**src/rtl/mem_stage.sv**
```systemverilog
// mem_stage: pipeline memory stage sitting between EX/MEM and MEM/WB.
//   Non-memory ops pass straight to MEM/WB with one cycle of latency. Aligned loads and stores
//   run a req/ack handshake on the data-memory port. The stage stalls upstream until the
//   handshake ends, either by ack or by the TIMEOUT abort. Misaligned ops and flushed ops
//   leave a bubble.
// Ports:
//   clk, reset          - clock; asynchronous active-high reset
//   in_*                - instruction from EX/MEM (held by upstream while stall=1)
//   flush               - kill the instruction currently held in the stage
//   dmem_*              - registered word-aligned data-memory request, plus rdata/ack returns
//   wb_valid..writereg  - registered MEM/WB outputs
//   stall               - combinational back-pressure to upstream
//   misaligned, timeout_err - one-cycle error pulses
//   load_count, store_count - acked access counters (wrap)
module mem_stage #(
  parameter int unsigned TIMEOUT = 16
) (
  input  logic        clk,
  input  logic        reset,
  input  logic        in_valid,
  input  logic        in_memread,
  input  logic        in_memwrite,
  input  logic [1:0]  in_size,
  input  logic        in_unsigned,
  input  logic        in_memtoreg,
  input  logic        in_regwrite,
  input  logic [4:0]  in_writereg,
  input  logic [31:0] in_aluout,
  input  logic [31:0] in_writedata,
  input  logic        flush,
  output logic        dmem_req,
  output logic        dmem_we,
  output logic [31:0] dmem_addr,
  output logic [3:0]  dmem_be,
  output logic [31:0] dmem_wdata,
  input  logic [31:0] dmem_rdata,
  input  logic        dmem_ack,
  output logic        wb_valid,
  output logic [31:0] readdata,
  output logic [31:0] ULAout,
  output logic        memtoreg,
  output logic        regwrite,
  output logic [4:0]  writereg,
  output logic        stall,
  output logic        misaligned,
  output logic        timeout_err,
  output logic [31:0] load_count,
  output logic [31:0] store_count
);

  localparam int unsigned TW = $clog2(TIMEOUT + 1);

  typedef enum logic [0:0] {StIdle, StBusy} state_e;

  state_e        state_q, state_d;
  logic [TW-1:0] tcnt_q, tcnt_d;
  logic          killed_q, killed_d;
  // Instruction fields captured at start, used when the access completes.
  logic [1:0]    l_size_q, l_size_d;
  logic          l_unsigned_q, l_unsigned_d;
  logic [1:0]    l_off_q, l_off_d;
  logic          l_memtoreg_q, l_memtoreg_d;
  logic          l_regwrite_q, l_regwrite_d;
  logic [4:0]    l_writereg_q, l_writereg_d;
  logic [31:0]   l_aluout_q, l_aluout_d;

  logic          req_d, we_d, wb_valid_d, memtoreg_d, regwrite_d, mis_d, to_d;
  logic [31:0]   addr_d, wdata_d, readdata_d, ula_d, lc_d, sc_d;
  logic [3:0]    be_d;
  logic [4:0]    writereg_d;

  logic          is_mem, aligned, start;
  logic [3:0]    be_calc;
  logic [31:0]   wdata_calc, load_data;
  logic [7:0]    sel_byte;
  logic [15:0]   sel_half;

  assign is_mem = in_memread | in_memwrite;
  assign start  = (state_q == StIdle) & in_valid & is_mem & ~flush & aligned;
  assign stall  = ((state_q == StIdle) & start) | ((state_q == StBusy) & ~dmem_ack);

  always_comb begin
    aligned    = 1'b0;
    be_calc    = 4'b1111;
    wdata_calc = in_writedata;
    unique case (in_size)
      2'b00: begin
        aligned    = 1'b1;
        be_calc    = 4'b0001 << in_aluout[1:0];
        wdata_calc = {4{in_writedata[7:0]}};
      end
      2'b01: begin
        aligned    = ~in_aluout[0];
        be_calc    = 4'b0011 << in_aluout[1:0];
        wdata_calc = {2{in_writedata[15:0]}};
      end
      2'b10:   aligned = (in_aluout[1:0] == 2'b00);
      default: aligned = 1'b0;
    endcase
  end

  // Lane selection and extension of the returned word.
  always_comb begin
    sel_half = l_off_q[1] ? dmem_rdata[31:16] : dmem_rdata[15:0];
    unique case (l_off_q)
      2'd0:    sel_byte = dmem_rdata[7:0];
      2'd1:    sel_byte = dmem_rdata[15:8];
      2'd2:    sel_byte = dmem_rdata[23:16];
      default: sel_byte = dmem_rdata[31:24];
    endcase
    unique case (l_size_q)
      2'b00:   load_data = {{24{~l_unsigned_q & sel_byte[7]}}, sel_byte};
      2'b01:   load_data = {{16{~l_unsigned_q & sel_half[15]}}, sel_half};
      default: load_data = dmem_rdata;
    endcase
  end

  always_comb begin
    state_d      = state_q;
    tcnt_d       = tcnt_q;
    killed_d     = killed_q;
    l_size_d     = l_size_q;
    l_unsigned_d = l_unsigned_q;
    l_off_d      = l_off_q;
    l_memtoreg_d = l_memtoreg_q;
    l_regwrite_d = l_regwrite_q;
    l_writereg_d = l_writereg_q;
    l_aluout_d   = l_aluout_q;
    req_d        = dmem_req;
    we_d         = dmem_we;
    addr_d       = dmem_addr;
    be_d         = dmem_be;
    wdata_d      = dmem_wdata;
    // MEM/WB defaults to a bubble every cycle unless something completes.
    wb_valid_d   = 1'b0;
    regwrite_d   = 1'b0;
    memtoreg_d   = memtoreg;
    readdata_d   = readdata;
    ula_d        = ULAout;
    writereg_d   = writereg;
    mis_d        = 1'b0;
    to_d         = 1'b0;
    lc_d         = load_count;
    sc_d         = store_count;
    unique case (state_q)
      StIdle: begin
        if (in_valid && !flush) begin
          if (!is_mem) begin
            wb_valid_d = 1'b1;
            regwrite_d = in_regwrite;
            memtoreg_d = in_memtoreg;
            readdata_d = 32'd0;
            ula_d      = in_aluout;
            writereg_d = in_writereg;
          end else if (!aligned) begin
            mis_d = 1'b1;
          end else begin
            state_d      = StBusy;
            tcnt_d       = '0;
            killed_d     = 1'b0;
            req_d        = 1'b1;
            we_d         = in_memwrite;
            addr_d       = {in_aluout[31:2], 2'b00};
            be_d         = be_calc;
            wdata_d      = wdata_calc;
            l_size_d     = in_size;
            l_unsigned_d = in_unsigned;
            l_off_d      = in_aluout[1:0];
            l_memtoreg_d = in_memtoreg;
            l_regwrite_d = in_regwrite;
            l_writereg_d = in_writereg;
            l_aluout_d   = in_aluout;
          end
        end
      end
      StBusy: begin
        if (flush) killed_d = 1'b1;
        if (dmem_ack) begin
          state_d = StIdle;
          req_d   = 1'b0;
          // A killed access still completed on the bus, so it is still counted.
          if (dmem_we) sc_d = store_count + 32'd1;
          else         lc_d = load_count + 32'd1;
          if (!killed_q && !flush) begin
            wb_valid_d = 1'b1;
            regwrite_d = dmem_we ? 1'b0 : l_regwrite_q;
            readdata_d = dmem_we ? 32'd0 : load_data;
            memtoreg_d = l_memtoreg_q;
            ula_d      = l_aluout_q;
            writereg_d = l_writereg_q;
          end
        end else if (tcnt_q == TW'(TIMEOUT - 1)) begin
          state_d = StIdle;
          req_d   = 1'b0;
          to_d    = 1'b1;
        end else begin
          tcnt_d = tcnt_q + TW'(1);
        end
      end
      default: state_d = StIdle;
    endcase
  end

  always_ff @(posedge clk or posedge reset) begin
    if (reset) begin
      state_q      <= StIdle;
      tcnt_q       <= '0;
      killed_q     <= 1'b0;
      l_size_q     <= 2'b00;
      l_unsigned_q <= 1'b0;
      l_off_q      <= 2'b00;
      l_memtoreg_q <= 1'b0;
      l_regwrite_q <= 1'b0;
      l_writereg_q <= 5'd0;
      l_aluout_q   <= 32'd0;
      dmem_req     <= 1'b0;
      dmem_we      <= 1'b0;
      dmem_addr    <= 32'd0;
      dmem_be      <= 4'd0;
      dmem_wdata   <= 32'd0;
      wb_valid     <= 1'b0;
      readdata     <= 32'd0;
      ULAout       <= 32'd0;
      memtoreg     <= 1'b0;
      regwrite     <= 1'b0;
      writereg     <= 5'd0;
      misaligned   <= 1'b0;
      timeout_err  <= 1'b0;
      load_count   <= 32'd0;
      store_count  <= 32'd0;
    end else begin
      state_q      <= state_d;
      tcnt_q       <= tcnt_d;
      killed_q     <= killed_d;
      l_size_q     <= l_size_d;
      l_unsigned_q <= l_unsigned_d;
      l_off_q      <= l_off_d;
      l_memtoreg_q <= l_memtoreg_d;
      l_regwrite_q <= l_regwrite_d;
      l_writereg_q <= l_writereg_d;
      l_aluout_q   <= l_aluout_d;
      dmem_req     <= req_d;
      dmem_we      <= we_d;
      dmem_addr    <= addr_d;
      dmem_be      <= be_d;
      dmem_wdata   <= wdata_d;
      wb_valid     <= wb_valid_d;
      readdata     <= readdata_d;
      ULAout       <= ula_d;
      memtoreg     <= memtoreg_d;
      regwrite     <= regwrite_d;
      writereg     <= writereg_d;
      misaligned   <= mis_d;
      timeout_err  <= to_d;
      load_count   <= lc_d;
      store_count  <= sc_d;
    end
  end

endmodule

```
**config.mk**
```make
export PLATFORM = sky130hd
export DESIGN_NAME = mem_stage
export DESIGN_NICKNAME = d
export VERILOG_FILES = /design/src/rtl/mem_stage.sv
export SDC_FILE = /design/constraint.sdc
export NUM_CORES = 1
export LEC_CHECK = 0
export ABC_AREA = 1
export CAP_MARGIN = 10
export CORE_ASPECT_RATIO = 0.5
export CORE_MARGIN = 8
export CORE_UTILIZATION = 32
export CTS_BUF_LIST = sky130_fd_sc_hd__clkbuf_16
export CTS_CLUSTER_SIZE = 24
export DETAILED_ROUTE_END_ITERATION = 10
export SETUP_SLACK_MARGIN = 0.4
export SLEW_MARGIN = 20
export SYNTH_ARGS = -nofsm -noshare
export SYNTH_HDL_FRONTEND = slang
export SYNTH_SLANG_ARGS = --single-unit
```
**constraint.sdc**
```tcl
create_clock -name clk -period 6.99 [get_ports clk]
set_input_delay 1.398 -clock clk [delete_from_list [all_inputs] [get_ports clk]]
set_output_delay 1.398 -clock clk [all_outputs]
set_load 0.05 [all_outputs]
```
== Yosys cells after proc, flatten, opt, wreduce, memory -nomap -nowiden ==
Cells that the tools add are included.

* Input port bits: 113
* Flip-flop bits (word level): 257
* Output and inout bits: 209
* Logic and storage cells: 145

* Bitwise gates (word level): 16
* Shift-type cells: 2
* Add/subtract/negate cells: 3
* Mux-type cells: 68
* Reductions and logical operators: 15
* Eq/ne operators: 16

{| class="wikitable"
|+ Operators by type and width
! kind !! count
|-
| 32-bit two-way mux || 9
|-
| 32-bit one-hot mux with 2 select lines || 4
|-
| 32-bit by 1-bit adder with 32-bit output (second input constant) || 2
|-
| 5-bit two-way mux || 9
|-
| 1-bit two-way mux || 34
|-
| 8-bit one-hot mux with 3 select lines || 1
|-
| 5-bit one-hot mux with 2 select lines || 2
|-
| 16-bit two-way mux || 1
|-
| 4-bit AND reduction || 4
|-
| 2-bit != test (second input constant) || 7
|-
| 1-bit one-hot mux with 2 select lines || 6
|-
| 1-bit bitwise AND || 8
|-
| 2-bit zero test || 4
|-
| 4-bit one-hot mux with 2 select lines || 1
|-
| 2-bit by 1-bit == test with 1-bit output (second input constant) || 3
|-
| 1-bit inverter || 6
|-
| 3-bit AND reduction || 2
|-
| 5-bit by 1-bit adder with 5-bit output (second input constant) || 1
|-
| 5-bit by 4-bit == test with 1-bit output (second input constant) || 1
|-
| 5-bit AND reduction || 1
|-
| 2-bit == test (second input constant) || 2
|-
| 2-bit by 1-bit != test with 1-bit output (second input constant) || 2
|-
| 1-bit by 2-bit left shift with 4-bit output (first input constant) || 1
|-
| 2-bit by 2-bit left shift with 4-bit output (first input constant) || 1
|-
| other kinds (5) || 8
|}

== Logic depth before layout (Yosys ltp) ==
* Word-level depth: 8
* Mapped depth: 10
* Depth with buffers taken out: 10

== Worst setup path before layout ==
No wires, ideal clock.

* Kind: input to output
* Start point: in in_size[0]
* End point: out stall
* Arrival time: 2.662 ns
* Path buffers: 2
* Cell stages on the path: 7
* Required time: 5.592 ns
* Slack: 2.930 ns
* Cells stage by stage: nor2_2 > o21ai_2 > nor2_4 > inv_2 > buf_2 > buf_2 > nand2_1

* Cells in the longest elaborated chain, start to end: 5
* Elaborated cells between the ends (all ways): 7
* Classes of those cells: 2 x eq/ne; 1 x mux; 3 x bitwise; 1 x reduce/logical

{| class="wikitable"
|+ Ends and longest elaborated chain
! element !! RTL line !! text
|-
| start: declaration || 23 || <nowiki>input logic [1:0] in_size,</nowiki>
|-
| 2-bit == test (tied with other cells) || 86 || <nowiki>unique case (in_size)</nowiki>
|-
| 1-bit one-hot mux with 3 select lines * || 86 ||
|-
| 1-bit bitwise AND * || 79 || <nowiki>assign start = (state_q == StIdle) & in_valid & is_mem & ~flush & aligned;</nowiki>
|-
| 1-bit bitwise AND * || 80 || <nowiki>assign stall = ((state_q == StIdle) & start) | ((state_q == StBusy) & ~dmem_ack);</nowiki>
|-
| 1-bit bitwise OR * || 80 ||
|-
| end: declaration || 44 || <nowiki>output logic stall,</nowiki>
|}

Mark *: on every way between the ends. The rest lies on a longest branch, timed or not.

== Worst setup path in the final report ==
* Start point: in in_size[1]
* End point: out stall

The elaborated chain is that of the path after synthesis.

==> out/results.ini <==
[status]
status = complete, no violations

[sta]
fin_crit_sh = 0.638
tightest_slew_ns = 1.04
fmax_mhz = 224
hold_violations = 0
skew_ns = 0.00960
whs_ns = 0.467
rsz0062_at_grt = false
setup_violations = 0
relSlewSlack = 0.305
final-max-slew-violation-count = 0
fin_crit_ns = 4.46
fin_setup_tns_ns = 0

[drt]
ant_nets = 0
initialDrtViolationCount = 677
wl_um = 36300
drc_errors = 0
avgViaCountPerCell = 4.47
wire_per_inst_um = 16.0
drt_pass1_iterations = 7
via_count = 10152

[worst_setup_path]
cp_slowest_cell = clkdlybuf4s50_1
cp_max_fo = 40
cpPeakStageDelay_ns = 0.45
startpoint_type = primary input
cp_cell_sequence = clkdlybuf4s50_1 > buf_4 > nor2_2 > o21ai_2 > nor2_4 > inv_2 > nand2_1 > buf_12
critical_path_required_ns = 5.59
ff2ff_setup_slack_ns = 4.06
crit_family = buffers and inverters
path_buf_inv = 4
crit_type = primary input to output pin
arrival_ns = 3.06
cp-end-kind = output pin

[floorplanning]
core-area_um2 = 34500
start_util = 0.325
num_rows = 48
die_h_um = 148
io_pins = 322
die-width_um = 281
design.die.area_um2 = 41600

[cells_and_area]
n_fill_cell = 3539
num-nets-final = 1889
drive_above_1_share = 0.0291
area_growth_pct = 36.7

[power]
ir_worst_vdd_mv = 0.202
p_leak_uw = 0.00715
power_density_nw_per_um2 = 302

[global_route]
antenna_found_initial = 4
grt_use_total = 0.169
grt_pass1_vias = 9854
grt_pass1_wl_um = 56500
grt_max_degree = 144
grt_overflow_total = 0

[clock_network]
path_clk_slew_ns = 0.06
clock_path_buffers = 3
cts-htree-levels = 1
root_buffer = clkbuf_16
post_cts_buffers = 0
numCtsBuffers = 24
cts_hold_buffers = 0
post_cts_resize_count = 0
clock_latency_ns = 0.53
cts_tree = yes
cts.sinks = 225

[synth]
synth-simple-area-share = 0.314
synth_adder_area_share = 0.00447
synth_mux_area_frac = 0
synth-compound-area-share = 0.0737
synth_top_area_share = 0.503
syn_inst = 1505
yosys.area_share.xor_xnor = 0.0242
synth_seq_cells = 225
syn_area_um2 = 11200
synth_top_family_by_area = simple AND/OR/NAND/NOR gates
yosys.area.top_type = dfrtp_1
ys_seq_area_frac = 0.503
syn_avg_cell_area_um2 = 7.44
synth_cell_types = 32
yosysWarnings = 0
synth_area_leaders = dfrtp_1 50%, nand2_1 22%, nor2_1 5.4%

[placement]
globalplace.congestion = 0.870
io_buffers = 319
dpl.hpwl_um = 26200

[worst_hold_path]
hold_path_class = flip-flop to flip-flop

[flow_run]
maxCapViolations = 0

==> cell usage in the layout (no fill, tap or decap), types with 2 or more instances in the layout <==
cell | netlist | final
nand2_1 | 642 | 640
clkdlybuf4s50_1 | 0 | 318
dfrtp_1 | 225 | 225
nor2_1 | 161 | 161
inv_1 | 108 | 111
nand3_1 | 56 | 56
a21oi_1 | 43 | 43
o21ai_0 | 42 | 42
a31oi_1 | 38 | 38
clkbuf_16 | 0 | 25
o21ai_1 | 22 | 22
xor2_1 | 16 | 16
xnor2_1 | 15 | 15
nand4_1 | 13 | 13
clkinv_1 | 1 | 11
nor3_1 | 9 | 9
buf_4 | 32 | 7
o21a_1 | 5 | 5
clkinv_2 | 0 | 5
diode_2 | 0 | 4
ha_1 | 4 | 4
inv_2 | 3 | 3
and2_1 | 3 | 3
nand3b_1 | 3 | 3
nor2_4 | 2 | 2
nand2_2 | 0 | 2
conb_1 | 1 | 2
buf_12 | 0 | 2
==> sequential cells by signal, summed over array words and instances, names as in the netlist, 2 cells and up <==
register and count:
ULAout 32, dmem_be 4, dmem_wdata 32, l_aluout_q 31, l_size_q 2, l_writereg_q 5, load_count 32, readdata 32
store_count 32, tcnt_q 5, writereg 5
==> area by class of cell <==
class | count | area (µm²) | share of cell area
sequential | 225 | 5630 | 0.368
clock inverter | 19 | 77.6 | 0.00506
antenna | 4 | 10.0 | 0.000653
tap | 475 | 594 | 0.0388
inverter | 112 | 424 | 0.0277
timing repair buffer | 327 | 3280 | 0.214
clock buffer | 25 | 626 | 0.0408
multi-input combinational | 1082 | 4680 | 0.306
==> cell families (layout without fill, tap and decap cells) <==
logic type                 after synthesis  count (layout)
DFF                                    225             225
and+or+nand+nor                        893             893
xor gates and xnor gates                31              31
buffers and inverters                  199             483
other                                    1               6
adders and majority gates                4               4
AOI/OAI and AO/OA                      152             152
==> stage by stage <==
stage	setup WS, ns	cells	area, µm²	util	total power [µW]
after CTS	2.49	2265	15300	0.444	4710
after global placement	2.51	2221	14600	0.424	3470
after global routing	2.36	2269	15300	0.444	4870
final	2.53	2269	15300	0.444	4630
after floorplan	2.65	1506	11200	-	2890
after detailed placement	2.50	2221	14600	0.424	3480
==> synthesized netlist by cell type (all sizes together) <==
cell,number
nand2,642
dfrtp,225
nor2,164
inv,111
o21ai,65
buf,58
nand3,57
a21oi,43
a31oi,38
clkbuf,29
xor2,16
xnor2,15
nand4,14
nor3,9
o21a,5
ha,4
and2,3
nand3b,3
clkinv,1
conb,1
o22ai,1
or2,1
==> routing by layer <==
metal  track usage  vias up  routed length [µm]
li1              -     5225                   -
met1         0.201     4690               14800
met2         0.309      183               19200
met3        0.0285       54                1410
met4        0.0560        0                 944
met5             0        -                   0
==> worst paths after layout <==
| check | from | cells after the start | endpoint |
|---|---|---|---|
| max in group asynchronous | reset | 3 | store_count[12]$_DFFE_PP0P_ |
| worst min register to register | dmem_wdata[28]$_DFFE_PP0P_ | 2 | dmem_wdata[28]$_DFFE_PP0P_ |
| worst max register to register | state_q$_DFF_PP0_ | 8 | store_count[21]$_DFFE_PP0P_ |
| min in group asynchronous | reset | 2 | load_count[16]$_DFFE_PP0P_ |
| worst min-delay path | dmem_wdata[28]$_DFFE_PP0P_ | 2 | dmem_wdata[28]$_DFFE_PP0P_ |
| worst max-delay path | in_size[1] | 8 | stall |
==> worst reg2reg max path, stage by stage, from the launching register on <==
cell	delay, ns
dfrtp_1	0.36
buf_4	0.48
nand3_1	0.72
nor2_1	0.49
nand3_1	0.23
nor2_1	0.32
nand3_1	0.11
nand2_1	0.07
nand2_1	0.05
==> power by group <==
part           internal, µW  leakage [µW]  total [µW]  switching, µW
Clock                   642      0.000368        1190            548
Sequential             1530       0.00288        1710            179
Combinational           558       0.00390        1730           1170
Total                  2730       0.00715        4630           1900
Power figures use the tool's default switching activity.
